`src/rtl/stream_credit_tx.sv`:
```
// Credit-flow link transmitter: forwards source words as registered link beats and
// never sends more beats than the remote FIFO has room for. Optional err_o via STREAM_CREDIT_TX_ERR_EN.
module stream_credit_tx #(
  parameter int CreditNum = 8,
  parameter int WordWidth = 64,
  localparam int CntW = $clog2(CreditNum + 1)
) (
  input  logic                 clk,
  input  logic                 rst,
  input  logic                 src_vld_i,
  input  logic [WordWidth-1:0] src_payload_i,
  output logic                 src_rdy_o,
  output logic                 link_vld_o,
  output logic [WordWidth-1:0] link_payload_o,
  input  logic                 link_credit_i,
  input  logic                 flush_i,
  output logic [CntW-1:0]      credit_cnt_o,
  output logic                 idle_o
`ifdef STREAM_CREDIT_TX_ERR_EN
  ,
  output logic                 err_o
`endif
);

  typedef enum logic [1:0] {
    ST_INIT  = 2'd0,
    ST_RUN   = 2'd1,
    ST_STALL = 2'd2
  } state_e;

  localparam logic [CntW-1:0] CntMax = CntW'(CreditNum);

  state_e               state_r;
  state_e               state_nxt_s;
  logic [CntW-1:0]      cnt_r;
  logic [CntW-1:0]      cnt_nxt_s;
  logic                 src_rdy_r;
  logic                 link_vld_r;
  logic [WordWidth-1:0] link_payload_r;
  logic                 idle_r;
  logic                 fire_s;

  // Ready is registered; flush only masks it so no word is taken while both ends are cleared.
  assign src_rdy_o      = src_rdy_r & ~flush_i;
  assign fire_s         = src_vld_i & src_rdy_o;
  assign link_vld_o     = link_vld_r;
  assign link_payload_o = link_payload_r;
  assign credit_cnt_o   = cnt_r;
  assign idle_o         = idle_r;

  // Next credit count and FSM state; the count saturates at CreditNum on over-return.
  always_comb begin
    cnt_nxt_s   = cnt_r;
    state_nxt_s = state_r;
    if (flush_i) begin
      cnt_nxt_s   = CntMax;
      state_nxt_s = ST_RUN;
    end else begin
      case (state_r)
        ST_INIT: begin
          cnt_nxt_s   = CntMax;
          state_nxt_s = ST_RUN;
        end
        ST_RUN, ST_STALL: begin
          if (fire_s && !link_credit_i) begin
            cnt_nxt_s = cnt_r - CntW'(1);
          end else if (!fire_s && link_credit_i && (cnt_r != CntMax)) begin
            cnt_nxt_s = cnt_r + CntW'(1);
          end else begin
            cnt_nxt_s = cnt_r;
          end
          state_nxt_s = (cnt_nxt_s == CntW'(0)) ? ST_STALL : ST_RUN;
        end
        default: begin
          cnt_nxt_s   = CntMax;
          state_nxt_s = ST_INIT;
        end
      endcase
    end
  end

  // State, credit count, link register and derived status outputs.
  always_ff @(posedge clk or posedge rst) begin
    if (rst) begin
      state_r        <= ST_INIT;
      cnt_r          <= CntMax;
      src_rdy_r      <= 1'b0;
      link_vld_r     <= 1'b0;
      link_payload_r <= {WordWidth{1'b0}};
      idle_r         <= 1'b0;
    end else begin
      state_r        <= state_nxt_s;
      cnt_r          <= cnt_nxt_s;
      src_rdy_r      <= (state_nxt_s == ST_RUN);
      link_vld_r     <= fire_s;
      link_payload_r <= fire_s ? src_payload_i : link_payload_r;
      idle_r         <= (cnt_nxt_s == CntMax) & ~fire_s & (state_nxt_s != ST_INIT);
    end
  end

`ifdef STREAM_CREDIT_TX_ERR_EN
  logic err_r;
  assign err_o = err_r;

  // Sticky over-return flag; INIT holds the count at CreditNum so early credits also trip it.
  always_ff @(posedge clk or posedge rst) begin
    if (rst) begin
      err_r <= 1'b0;
    end else if (flush_i) begin
      err_r <= 1'b0;
    end else begin
      err_r <= err_r | (link_credit_i & ~fire_s & (cnt_r == CntMax));
    end
  end
`endif

endmodule

```
`config.mk`:
```
export PLATFORM = sky130hd
export DESIGN_NAME = stream_credit_tx
export DESIGN_NICKNAME = d
export VERILOG_FILES = /design/src/rtl/stream_credit_tx.sv
export SDC_FILE = /design/constraint.sdc
export NUM_CORES = 1
export LEC_CHECK = 0
export BUFFER_PORTS_ARGS = -buffer_cell sky130_fd_sc_hd__buf_2
export CORE_MARGIN = 3
export CORE_UTILIZATION = 50
export DETAILED_ROUTE_END_ITERATION = 10
export GPL_TIMING_DRIVEN = 0
export HOLD_SLACK_MARGIN = 0.05
export PLACE_DENSITY = 0.84
export SYNTH_ARGS = -nofsm -noshare
export SYNTH_HDL_FRONTEND = slang
export SYNTH_SLANG_ARGS = --single-unit
export TNS_END_PERCENT = 10
```
`constraint.sdc`:
```
create_clock -name clk -period 3.6 [get_ports clk]
set_input_delay 0 -clock clk [delete_from_list [all_inputs] [get_ports clk]]
set_output_delay 0 -clock clk [all_outputs]
set_load 0.05 [all_outputs]
```
==> flow_summary.toml, run 1 <==
[run_status]
status = "complete, no violations"

[sta]
finalMaxSlewViolations = 0
skew_ns = 0.00928
period_minus_slack_ns = 2.10
rsz0062_at_grt = "no"
max_slew_margin_pct = 43.3
tightest_slew_ns = 0.850
hold_viol_final = 0
setup_viol = 0
setup_tns_ns = 0
period_share_pct = 58.2
fmax_mhz = 477

[finish]
regArea_um2 = 1830
nets = 621
fill_cells = 337
area_delta_synth_final_pct = 56.1
stdcell_area_um2 = 4670
multiInputGateArea_um2 = 1070
layout-drive-gt1-share_pct = 29.7
n_antenna_cell = 0

[placed_design]
dp_hpwl_um = 5120
place.gp.congestion = 0.779
io_buffer_count = 139
placed_area_um2 = 3780

[yosys]
synth_top_area_cell = "dfrtp_1"
ys_seq_area_share_pct = 61.1
ys_ff_latch = 73
synth.mux.area_fraction_pct = 0.711
async_flop_share_pct = 100
avgSynthCellArea_um2 = 9.01
postSynthCellCount = 332
synth-edff-count = 0
synth_area_leaders = "dfrtp_1, nand2_1, ha_1"
ys.warnings.count = 0
synth_xor_area_share_pct = 0.878
yosysMostFrequentCell = "nand2_1"
synth.net_count = 405
yosys_most_used_dff = "dfrtp_1"
synthSimpleGateAreaFrac_pct = 28.9
synth_top_area_share_pct = 60.2
synthTopCellsByCount = "nand2_1, dfrtp_1, clkbuf_1"
synth_compound_area_share_pct = 3.43
synthAdderAreaFrac_pct = 1.67
yosysUniqueCellTypes = 34
synth_area_um2 = 2990
synth_top_family_by_area = "simple AND/OR/NAND/NOR gates"

[global_routing]
grt_overflow = 0
grt_pass1_wl_um = 15900
grt_max_degree = 74
grt_pass1_vias = 3241
grt_usage_pct = 28.4
grt_antenna_before_repair = 0

[detailed_routing]
routed_via_density = 5.00
drtIter0Drc = 147
ant_nets = 0
wirelength_um = 9530
drc_errors = 0
vias = 3119
post_drt_wl_per_cell_um = 15.3
firstDrtPassIters = 5

[cts]
cts.sinks = 73
cts_resized = 0
clkLatencyLatePin_ns = 0.34
cts_tree = "done"
clkTransAtPathRegs_ns = 0.07
clockRootBuffer = "clkbuf_8"
cts.path.max_buffers = 2
cts_buffers = 9
h-tree-depth = 3

[hold_path]
hold_path_class = "input port to register"

[die]
io_pins = 140
die_height_um = 83.4
fp.dieArea_um2 = 6950
core_um2 = 5640
die_w_um = 83.4
row_count = 27
initial_core_util_pct = 53.0

[worst_setup_path]
worst_ep_arrival_time_ns = 2.32
required_ns = 3.82
crit_fanout = 6
worstSetupPathType = "register to register"
endpoint_kind = "register"
setup.worst_path.start_class = "register"

[pwr]
power.density_nw_per_um2 = 816
p_leak_nw = 2.62
max-vdd-ir-drop_mv = 0.595

[run]
maxCapViolations = 0
cell type report:
cell class                      instances  share of cell area, %
Buffer                                 15                   1.39
Clock buffer                            9                   2.65
Clock inverter                          6                   2.30
Inverter                                9                  0.776
Multi-Input combinational cell        235                   22.8
Sequential cell                        73                   39.1
Tap cell                               72                   1.93
Timing Repair Buffer                  205                   29.0
kinds of logic after synthesis:
logic type | after synthesis
and+or+nand+nor | 214
muxes | 2
AOI/OAI and AO/OA | 12
xor gates and xnor gates | 3
adders and majority gates | 4
buffers and inverters | 24
DFF | 73
worst max-delay path: stages, from the launching register on:
cell	delay, ns
dfrtp_1	0.46
inv_1	0.13
ha_1	0.21
nand3b_1	0.16
a31oi_1	0.23
xnor2_1	0.13
nor4b_2	0.43
a21o_1	0.18
o21ai_1	0.05
report_power, final:
part | internal, mW | total, mW | leakage, nW | switching, mW
sequential | 1.08 | 1.24 | 0.899 | 0.159
combinational | 0.447 | 1.82 | 1.60 | 1.37
clock | 0.454 | 0.758 | 0.115 | 0.304
repair_timing:
action	CTS	global route
endpoints found under the hold margin	139	0
endpoints found under the setup margin	0	0
hold buffers	66	0
buffers inserted	0	0
cell usage in the layout (no fill, tap or decap), drive strengths merged:
cell type      n
clkinvlp       1
dfrtp         72
clkbuf        22
nor2           3
xor2           1
buf          141
nor4b          1
o21ai          1
clkinv         2
o211ai         1
or4            1
or2            1
a2111o         1
bufinv         3
nand3          1
xnor2          2
o221ai         2
nand3b         2
ha             4
inv            9
a21o           2
dfstp          1
dlygate4sd3   66
o311a          2
nand4b         1
nand4          2
a31oi          1
mux2i          1
o311ai         1
mux2           1
nor2b          3
o211a          1
nor4bb         1
nand2        198
layer usage:
| metal | GRT usage, % | wire [µm] |
|---|---|---|
| met5 | 0 | 0 |
| met2 | 50.1 | 4910 |
| met3 | 6.55 | 707 |
| met4 | 12.3 | 324 |
| met1 | 33.0 | 3590 |
metrics by stage:
stage | std cells | hold WS (ns) | util [%] | setup slack, ns | power, mW
6_report | 624 | 0.190 | 82.8 | 1.50 | 3.81
5_1_grt | 624 | 0.197 | 82.8 | 1.35 | 4.00
4_1_cts | 624 | 0.176 | 82.8 | 1.51 | 3.77
3_5_place_dp | 543 | 0.193 | 67.0 | 1.57 | 2.96
3_3_place_gp | 543 | 0.188 | 67.0 | 0.975 | 2.92
2_1_floorplan | 332 | 0.105 | - | 1.44 | 2.54
flip-flops by register name, summed over array words and instances (netlist names):
signal / flops
link_vld_o: 1
link_payload_o: 64
state_r: 2
idle_o: 1
src_rdy_r: 1
credit_cnt_o: 4
worst paths after layout:
check                           slack, ns                 end  cells past startpoint          startpoint
worst max-delay path                 1.50           src_rdy_r                      8     credit_cnt_o[0]
worst min-delay path                 0.19     credit_cnt_o[2]                      4           src_vld_i
worst max register to register       1.50           src_rdy_r                      8     credit_cnt_o[0]
worst min register to register       0.47  link_payload_o[57]                      2  link_payload_o[57]
max in group asynchronous            2.64  link_payload_o[35]                      3                 rst
min in group asynchronous            0.41  link_payload_o[23]                      3                 rst
Note: power is estimated with default switching activity, not from simulation.
==> run 2, diff against run 1 <==
- CORE_UTILIZATION: 50 -> 42
- PLACE_DENSITY: 0.84 -> 0.75
- clock period: 3.6 -> 1.75 ns (I/O delays scaled with it)
==> run 2 against run 1 <==
Against the previous run:
- the flow now finishes with violations (setup timing)
- first-iteration DRC count shrank 31%
- setup slack lost 1.7 ns
- cell count grew 5.3%
- non-clock buffer count grew 9
- combinational power grew 120%
- worst hold slack lost 0.025 ns
- critical endpoint unchanged
- clock-buffer cell count grew 2
- critical path depth grew 1
- die area grew 18%
==> flow_summary.toml, run 2 (same netlist as run 1, synthesis figures left out) <==
[global_routing]
grt_pass1_vias = 3105
grt_max_degree = 39
grt_pass1_wl_um = 14400
grt_antenna_before_repair = 0
grt_usage_pct = 21.5
grt_overflow = 0

[finish]
largest_reg_flops = 64
layout-drive-gt1-share_pct = 33.0
fill_cells = 537
final_cell_mix = "nand2_1, buf_2, dfrtp_1, dlygate4sd3_1, clkbuf_1"
fin_util_pct = 70.0
nets = 630
multiInputGateArea_um2 = 1130
area_delta_synth_final_pct = 60.6
regArea_um2 = 1830
mostFrequentLayoutCell = "nand2_1"
n_antenna_cell = 0
stdcell_area_um2 = 4810

[cts]
clkLatencyLatePin_ns = 0.32
cts.sinks = 73
clkTransAtPathRegs_ns = 0.07
cts.path.max_buffers = 2
cts_buffers = 9
clockRootBuffer = "clkbuf_8"
cts_tree = "done"
h-tree-depth = 3

[sta]
hold_viol_final = 0
fmax_mhz = 517
max_slew_margin_pct = 46.5
fin_ws_ns = -0.184
skew_ns = 0.00604
rsz0062_at_grt = "yes"
setup_viol = 4
tightest_slew_ns = 0.800
period_minus_slack_ns = 1.93
period_share_pct = 111
finalMaxSlewViolations = 0

[worst_setup_path]
r2r_cells = 9
worst_ep_arrival_time_ns = 2.14
crit_fanout = 4
r2r_slack_ns = -0.18
r2r_end = "src_rdy_r"
endpoint_kind = "register"
setup.worst_path.start_class = "register"
reg2reg_from = "credit_cnt_o[0]"
worstSetupPathType = "register to register"
required_ns = 1.95

[hold_path]
min_path_cells = 4
hold_path_class = "input port to register"
whs_endpoint = "idle_o"
min-delay-start = "flush_i"

[die]
row_count = 30
io_pins = 140
core_um2 = 6870
die_w_um = 90.4
fp.dieArea_um2 = 8170
die_height_um = 90.4
initial_core_util_pct = 43.6

[placed_design]
place.gp.congestion = 0.858
dp_slack_ns = -0.235
io_buffer_count = 139
placed_area_um2 = 3840
dp_hpwl_um = 5270

[run_status]
status = "finished, violations left"
violations = "setup timing"

[pwr]
p_leak_nw = 2.66
power.density_nw_per_um2 = 1600
max-vdd-ir-drop_mv = 0.839

[detailed_routing]
vias = 3030
firstDrtPassIters = 7
post_drt_wl_per_cell_um = 13.4
drc_errors = 0
wirelength_um = 8790
routed_via_density = 4.61
ant_nets = 0
drtIter0Drc = 102

[run]
maxCapViolations = 0
==> run 2: area by class of cell <==
class	instances	share of cell area, %
buffer	15	1.46
clock buffer	11	2.73
clock inverter	4	0.937
inverter	9	0.781
multi-input combinational	235	23.5
sequential	73	38.1
tap	96	2.50
timing repair buffer	214	29.9
==> run 2: worst max-delay path, cell delays in order (launching register included) <==
cell and delay (ns):
dfrtp_2 0.43, inv_2 0.10, ha_4 0.15, nand3b_1 0.11
buf_4 0.16, nand4_1 0.12, o211ai_1 0.16, nor4b_4 0.36
a21o_1 0.17, o21ai_1 0.06
==> run 2: per-stage QoR <==
step	power [mW]	hold WS, ns	std cells	setup TNS, ns
6_report	7.68	0.166	657	-0.548
5_1_grt	8.09	0.194	657	-1.43
4_1_cts	7.52	0.118	654	-0.740
3_5_place_dp	6.11	0.191	568	-4.26
3_3_place_gp	6.03	0.188	567	-2.73
2_1_floorplan	5.23	0.105	332	-0.668
==> run 2: how the worst max path moves through the flow <==
stage                     from         end  slack [ns]  cells past startpoint
6_report       credit_cnt_o[0]   src_rdy_r       -0.18                      9
5_1_grt        credit_cnt_o[0]   src_rdy_r       -0.29                      9
4_1_cts        credit_cnt_o[2]   src_rdy_r       -0.22                      6
3_5_place_dp   credit_cnt_o[1]   src_rdy_r       -0.23                      6
3_3_place_gp   credit_cnt_o[1]  state_r[0]       -0.24                      5
2_1_floorplan  credit_cnt_o[1]   src_rdy_r       -0.20                      6
==> run 2: what timing repair did <==
action                                  CTS  global route
endpoints found under the hold margin   101             0
buffers inserted                          4             3
pin swaps                                 6             8
endpoints found under the setup margin   54            16
resized for setup                         1            18
hold buffers                             67             0
==> run 2: layer usage <==
metal  share of wire (%)  routed length [µm]  GRT usage (%)
met5                   0                   0              0
met4                 1.8                 155           7.14
met3                 5.5                 482           4.42
met2                  52                4590           38.3
met1                  41                3560           26.0
==> run 2: report_power, final <==
| group | total, mW | leakage [nW] | switching (mW) | internal [mW] |
|---|---|---|---|---|
| clock network | 1.21 | 0.0929 | 0.566 | 0.645 |
| logic | 3.96 | 1.67 | 2.88 | 1.08 |
| registers | 2.52 | 0.895 | 0.298 | 2.22 |
